File: src/rtl/alu_result_stage_if.sv
// Handshake bundle between the ALU, the result stage and the writeback consumer.
// The slave modport is the stage; the master modport drives it.
interface alu_result_stage_if #(
  parameter int bits_size = 32
);
  logic                 in_valid;
  logic                 in_ready;
  logic [bits_size-1:0] in_out;
  logic                 in_zero;
  logic                 in_overflow;
  logic                 in_negative;
  logic                 in_carry;
  logic                 out_valid;
  logic                 out_ready;
  logic [bits_size-1:0] out_data;
  logic                 out_zero;
  logic                 out_overflow;
  logic                 out_negative;
  logic                 out_carry;
  logic [1:0]           count;

  modport slave (
    input  in_valid, in_out, in_zero,
    input  in_overflow, in_negative, in_carry,
    input  out_ready,
    output in_ready, out_valid, out_data,
    output out_zero, out_overflow,
    output out_negative, out_carry, count
  );

  modport master (
    output in_valid, in_out, in_zero,
    output in_overflow, in_negative, in_carry,
    output out_ready,
    input  in_ready, out_valid, out_data,
    input  out_zero, out_overflow,
    input  out_negative, out_carry, count
  );
endinterface

File: src/rtl/alu_result_stage.sv
// 2-entry FIFO of ALU result/flag tuples feeding writeback.
// Optional sticky flag accumulator: define ALU_RESULT_STICKY_FLAGS_EN.
module alu_result_stage #(
  parameter int bits_size = 32
) (
  input  logic clk,
  input  logic rst,
`ifdef ALU_RESULT_STICKY_FLAGS_EN
  input  logic       clr_sticky,
  output logic [3:0] sticky_flags,
`endif
  alu_result_stage_if.slave bus
);

  typedef struct packed {
    logic [bits_size-1:0] data;
    logic                 zero;
    logic                 overflow;
    logic                 negative;
    logic                 carry;
  } entry_t;

  entry_t     mem_q [2];
  entry_t     mem_d [2];
  logic       wr_ptr_q, wr_ptr_d;
  logic       rd_ptr_q, rd_ptr_d;
  logic [1:0] count_q, count_d;
  logic       push, pop;
  entry_t     in_entry;
  entry_t     head;

  // in_ready only looks at registered count and rst
  assign bus.in_ready  = (count_q != 2'd2) && !rst;
  assign bus.out_valid = (count_q != 2'd0);

  assign push = bus.in_valid && bus.in_ready;
  assign pop  = bus.out_valid && bus.out_ready;

  assign in_entry = '{
    data:     bus.in_out,
    zero:     bus.in_zero,
    overflow: bus.in_overflow,
    negative: bus.in_negative,
    carry:    bus.in_carry
  };

  always_comb begin
    mem_d    = mem_q;
    wr_ptr_d = wr_ptr_q;
    rd_ptr_d = rd_ptr_q;
    count_d  = count_q;
    if (push) begin
      mem_d[wr_ptr_q] = in_entry;
      wr_ptr_d        = ~wr_ptr_q;
    end
    if (pop) begin
      rd_ptr_d = ~rd_ptr_q;
    end
    unique case ({push, pop})
      2'b10:   count_d = count_q + 2'd1;
      2'b01:   count_d = count_q - 2'd1;
      default: count_d = count_q;
    endcase
  end

  always_ff @(posedge clk or posedge rst) begin
    if (rst) begin
      mem_q    <= '{default: '0};
      wr_ptr_q <= 1'b0;
      rd_ptr_q <= 1'b0;
      count_q  <= 2'd0;
    end else begin
      mem_q    <= mem_d;
      wr_ptr_q <= wr_ptr_d;
      rd_ptr_q <= rd_ptr_d;
      count_q  <= count_d;
    end
  end

  assign head = mem_q[rd_ptr_q];

  assign bus.out_data     = head.data;
  assign bus.out_zero     = head.zero;
  assign bus.out_overflow = head.overflow;
  assign bus.out_negative = head.negative;
  assign bus.out_carry    = head.carry;
  assign bus.count        = count_q;

`ifdef ALU_RESULT_STICKY_FLAGS_EN
  logic [3:0] sticky_q, sticky_d;

  // clear first so a push in the same cycle leaves just its own flags
  always_comb begin
    sticky_d = sticky_q;
    if (clr_sticky) begin
      sticky_d = 4'b0000;
    end
    if (push) begin
      sticky_d = sticky_d | {bus.in_zero, bus.in_overflow,
                             bus.in_negative, bus.in_carry};
    end
  end

  always_ff @(posedge clk or posedge rst) begin
    if (rst) begin
      sticky_q <= 4'b0000;
    end else begin
      sticky_q <= sticky_d;
    end
  end

  assign sticky_flags = sticky_q;
`endif

endmodule

File: src/flat_wrapper.sv
// flat-port wrapper written by rule: the top's interface ports become plain ports
module alu_result_stage_flat 
#(
  parameter int bits_size = 32
)
  (clk, rst, bus_in_valid, bus_in_out, bus_in_zero, bus_in_overflow, bus_in_negative, bus_in_carry, bus_out_ready, bus_in_ready, bus_out_valid, bus_out_data, bus_out_zero, bus_out_overflow, bus_out_negative, bus_out_carry, bus_count);
  alu_result_stage_if #(.bits_size(bits_size)) bus_i ();
  input  logic clk;
  input  logic rst;
  input wire logic [$bits(bus_i.in_valid)-1:0] bus_in_valid;
  input wire logic [$bits(bus_i.in_out)-1:0] bus_in_out;
  input wire logic [$bits(bus_i.in_zero)-1:0] bus_in_zero;
  input wire logic [$bits(bus_i.in_overflow)-1:0] bus_in_overflow;
  input wire logic [$bits(bus_i.in_negative)-1:0] bus_in_negative;
  input wire logic [$bits(bus_i.in_carry)-1:0] bus_in_carry;
  input wire logic [$bits(bus_i.out_ready)-1:0] bus_out_ready;
  output wire logic [$bits(bus_i.in_ready)-1:0] bus_in_ready;
  output wire logic [$bits(bus_i.out_valid)-1:0] bus_out_valid;
  output wire logic [$bits(bus_i.out_data)-1:0] bus_out_data;
  output wire logic [$bits(bus_i.out_zero)-1:0] bus_out_zero;
  output wire logic [$bits(bus_i.out_overflow)-1:0] bus_out_overflow;
  output wire logic [$bits(bus_i.out_negative)-1:0] bus_out_negative;
  output wire logic [$bits(bus_i.out_carry)-1:0] bus_out_carry;
  output wire logic [$bits(bus_i.count)-1:0] bus_count;
  assign bus_i.in_valid = bus_in_valid;
  assign bus_i.in_out = bus_in_out;
  assign bus_i.in_zero = bus_in_zero;
  assign bus_i.in_overflow = bus_in_overflow;
  assign bus_i.in_negative = bus_in_negative;
  assign bus_i.in_carry = bus_in_carry;
  assign bus_i.out_ready = bus_out_ready;
  assign bus_in_ready = bus_i.in_ready;
  assign bus_out_valid = bus_i.out_valid;
  assign bus_out_data = bus_i.out_data;
  assign bus_out_zero = bus_i.out_zero;
  assign bus_out_overflow = bus_i.out_overflow;
  assign bus_out_negative = bus_i.out_negative;
  assign bus_out_carry = bus_i.out_carry;
  assign bus_count = bus_i.count;
  alu_result_stage #(.bits_size(bits_size)) u_core (.clk(clk), .rst(rst), .bus(bus_i));
endmodule
File: config.mk
export PLATFORM = sky130hd
export DESIGN_NAME = alu_result_stage_flat
export DESIGN_NICKNAME = d
export VERILOG_FILES = /design/src/rtl/alu_result_stage_if.sv /design/src/rtl/alu_result_stage.sv /design/src/flat_wrapper.sv
export SDC_FILE = /design/constraint.sdc
export NUM_CORES = 1
export LEC_CHECK = 0
export BUFFER_PORTS_ARGS = -buffer_cell sky130_fd_sc_hd__buf_2
export CAP_MARGIN = 10
export CORE_MARGIN = 8
export CORE_UTILIZATION = 35
export DETAILED_ROUTE_END_ITERATION = 8
export PLACE_DENSITY = 0.67
export SLEW_MARGIN = 20
export SYNTH_ARGS = -nofsm -noshare
export SYNTH_HDL_FRONTEND = slang
export SYNTH_SLANG_ARGS = --single-unit
File: constraint.sdc
create_clock -name clk -period 3.5 [get_ports clk]
set_input_delay 0.875 -clock clk [delete_from_list [all_inputs] [get_ports clk]]
set_output_delay 0.875 -clock clk [all_outputs]
set_load 0.02 [all_outputs]
==> results.sh <==
export IMPL_placedCellCount=421
export IMPL_io_pins=80
export IMPL_outcome="finished clean"
export IMPL_multi_input_area_um2=1570
export IMPL_synth_yosys_seq_area_share_pct=53.2
export IMPL_yosys_warnings=0
export IMPL_rsz0062_at_grt="no"
export IMPL_detailedPlacementHpwl_um=4860
export IMPL_core_rowCount=37
export IMPL_detailroute_via_count=1981
export IMPL_clock_tree_from_tritoncts="done"
export IMPL_max_cap_violations=0
export IMPL_finalWorstPathRequiredPeriod_ns=2.71
export IMPL_yosys_cell_types_count=20
export IMPL_synthToLayoutAreaGrowth_pct=21.4
export IMPL_crit_type="reg -> out"
export IMPL_critical_path_cell_chain="buf_4 -> mux2_2 -> buf_2"
export IMPL_fp_dieArea_um2=13700
export IMPL_final_setup_tns_ns=0
export IMPL_initial_core_util_pct=35.3
export IMPL_numCtsBuffers=9
export IMPL_timing_clock_skew_ns=0.00949
export IMPL_final_common_cell="buf_2"
export IMPL_clk_insertion_delay_late_ns=0.33
export IMPL_maximum_clock_path_buffer_count=2
export IMPL_post_synth_inst_count=212
export IMPL_die_y_um=117
export IMPL_worst_slew_pin_transition_ns=0.744
export IMPL_cts_repair_resize_count=0
export IMPL_irDropWorstVdd_v=0.000462
export IMPL_final_cell_mix="79 x buf_2, 75 x dfrtp_1, 57 x mux2_4, 48 x mux2_2, 11 x clkbuf_8"
export IMPL_avgRoutedWirePerCell_um=16.2
export IMPL_routed_wirelength_um=7080
export IMPL_postCtsSetupRepairBufs=0
export IMPL_globalRoute_totalOverflow=0
export IMPL_cp_max_fo=18
export IMPL_holdCritPathClass="reg -> reg"
export IMPL_comb_power_share_pct=46.8
export IMPL_worst_endpoint_required_ns=2.62
export IMPL_final_min_period_over_clock_period_pct=77.4
export IMPL_io_buffer_count=79
export IMPL_drt_first_iter_violations=50
export IMPL_ratio_of_routed_vias_to_standard_cells=4.53
export IMPL_fillCellCount=944
export IMPL_place_congestion=0.650
export IMPL_power_sequential_fraction_pct=35.3
export IMPL_cts_root_buffer_cell="clkbuf_8"
export IMPL_grt_start_max_net_pins=45
export IMPL_critical_path_slowest_cell="dfrtp_2"
export IMPL_power_per_cell_area_nw_per_um2=1060
export IMPL_detailedRoute_firstPassIterationCount=4
export IMPL_power_report_internal_total_w=0.00302
export IMPL_fin_cells=437
export IMPL_drc_errors=0
export IMPL_initial_antenna_violation_count=0
export IMPL_drive_gt1_share_pct=69.8
export IMPL_antenna_diode_count=0
export IMPL_timing_reg2reg_setup_slack_ns=1.58
export IMPL_slowest_delay_ns=0.66
export IMPL_synthesis_area_um2=3580
export IMPL_grt_pass1_wl_um=11500
export IMPL_syn_nets=253
export IMPL_crit_path_end_kind="output port"
export IMPL_nNetsFinal=337
export IMPL_crit_path_start_kind="flop"
export IMPL_avgSynthCellArea_um2=16.9
export IMPL_power_switching_w=0.00157
export IMPL_postRouteAntennaNets=0
export IMPL_power_clock_fraction_pct=17.9
export IMPL_report_final_slew_viol_count=0
export IMPL_ys_seq_elements=76
export IMPL_p_sw_share_pct=34.3
export IMPL_setup_viol_count_final=0
export IMPL_regArea_um2=1900
export IMPL_globalRouteTotalUtil_pct=11.0
export IMPL_arrival_ns=1.83
export IMPL_clkSinkCount=76
export IMPL_placeableCoreArea_um2=10100
export IMPL_hold_buffers=0
export IMPL_static_leakage_power_nw=2.11
export IMPL_htree_levels=3
export IMPL_timing_fmax_ghz=0.369
export IMPL_floorplan_die_width_um=117
export IMPL_via_count_of_the_first_global_routing_pass=2291
export IMPL_clk_pin_slew_worst_setup_hold_paths_ns=0.08
export IMPL_final_hold_violations=0
export IMPL_timing_max_slew_rel_slack_pct=50.4
## flip-flops by register name, summed over array words and instances (netlist names)
name	flops
u_core.mem_q	72
u_core.bus.count	2
u_core.rd_ptr_q	1
u_core.wr_ptr_q	1
## synth_stat cells (all sizes together)
master | instances | area share (%)
buf | 11 | 3.1
inv | 1 | 0.10
ha | 1 | 0.35
mux2 | 108 | 40
nand2 | 1 | 0.10
nand2b | 1 | 0.17
xnor2 | 3 | 0.73
nor2b | 2 | 0.42
and2 | 1 | 0.17
nor3b | 1 | 0.35
dfrtp | 76 | 53
nand3 | 1 | 0.49
or2 | 1 | 0.17
nor2 | 2 | 0.21
xor2 | 2 | 0.49
## cell type report
cell class / instances / share of cell area (%)
multi-input cells: 124 / 36.1
flip-flops and latches: 76 / 43.8
clock buffers: 12 / 3.57
repair buffers: 84 / 10.3
well taps: 136 / 3.92
clock inverters: 4 / 2.19
inverters: 1 / 0.115
## worst max-delay path, delay by kind of cell, from the launching register on
| family | cells | cell delay [ns] |
|---|---|---|
| flip-flops | 1 | 0.66 |
| buffers and inverters | 2 | 0.47 |
| multiplexers | 1 | 0.37 |
## power by group through the flow
stage	clock (W)	sequential, W	combinational [W]
after floorplan	0	0.00152	0.00172
after global placement	0	0.00162	0.00214
after detailed placement	0	0.00163	0.00218
after CTS	0.000856	0.00163	0.00219
after global routing	0.000890	0.00168	0.00230
final	0.000820	0.00162	0.00215
## metal layers
metal	part of all wire [%]	GRT usage [%]	routed length (um)
met5	0	0	0
met4	1.3	4.61	92
met3	6.4	3.13	451
met2	46	16.5	3280
met1	46	14.6	3260
## logic make-up (layout without fill, tap and decap cells)
logic type	after synthesis	count (layout)	share of synthesized area, %
and+or+nand+nor	10	10	2.10
xor gates and xnor gates	5	5	1.22
muxes	108	108	40.0
buffers and inverters	12	101	3.18
DFF	76	76	53.2
adders and majority gates	1	1	0.350
## worst paths after layout
path                                      from                to  cells after the start
max reg2reg                u_core.bus.count[0]  u_core.mem_q[14]                      3
min in group asynchronous                  rst  u_core.mem_q[68]                      2
max                            u_core.rd_ptr_q   bus_out_data[3]                      3
max in group asynchronous                  rst   u_core.rd_ptr_q                      3
min                           u_core.mem_q[44]  u_core.mem_q[44]                      1
min reg2reg                   u_core.mem_q[44]  u_core.mem_q[44]                      1
## through the flow
step / total power (W) / worst slack (ns) / instance area (um2) / utilization, % / hold slack [ns]
detailed placement: 0.00381 / 1.00 / 4090 / 40.4 / 0.472
finish: 0.00459 / 0.791 / 4340 / 42.8 / 0.484
global placement: 0.00376 / 1.05 / 4090 / 40.4 / 0.464
global route: 0.00487 / 0.684 / 4340 / 42.8 / 0.521
CTS: 0.00467 / 0.737 / 4340 / 42.8 / 0.491
floorplan: 0.00324 / 0.687 / 3580 / - / 0.454
(Power assumes the default switching activity.)
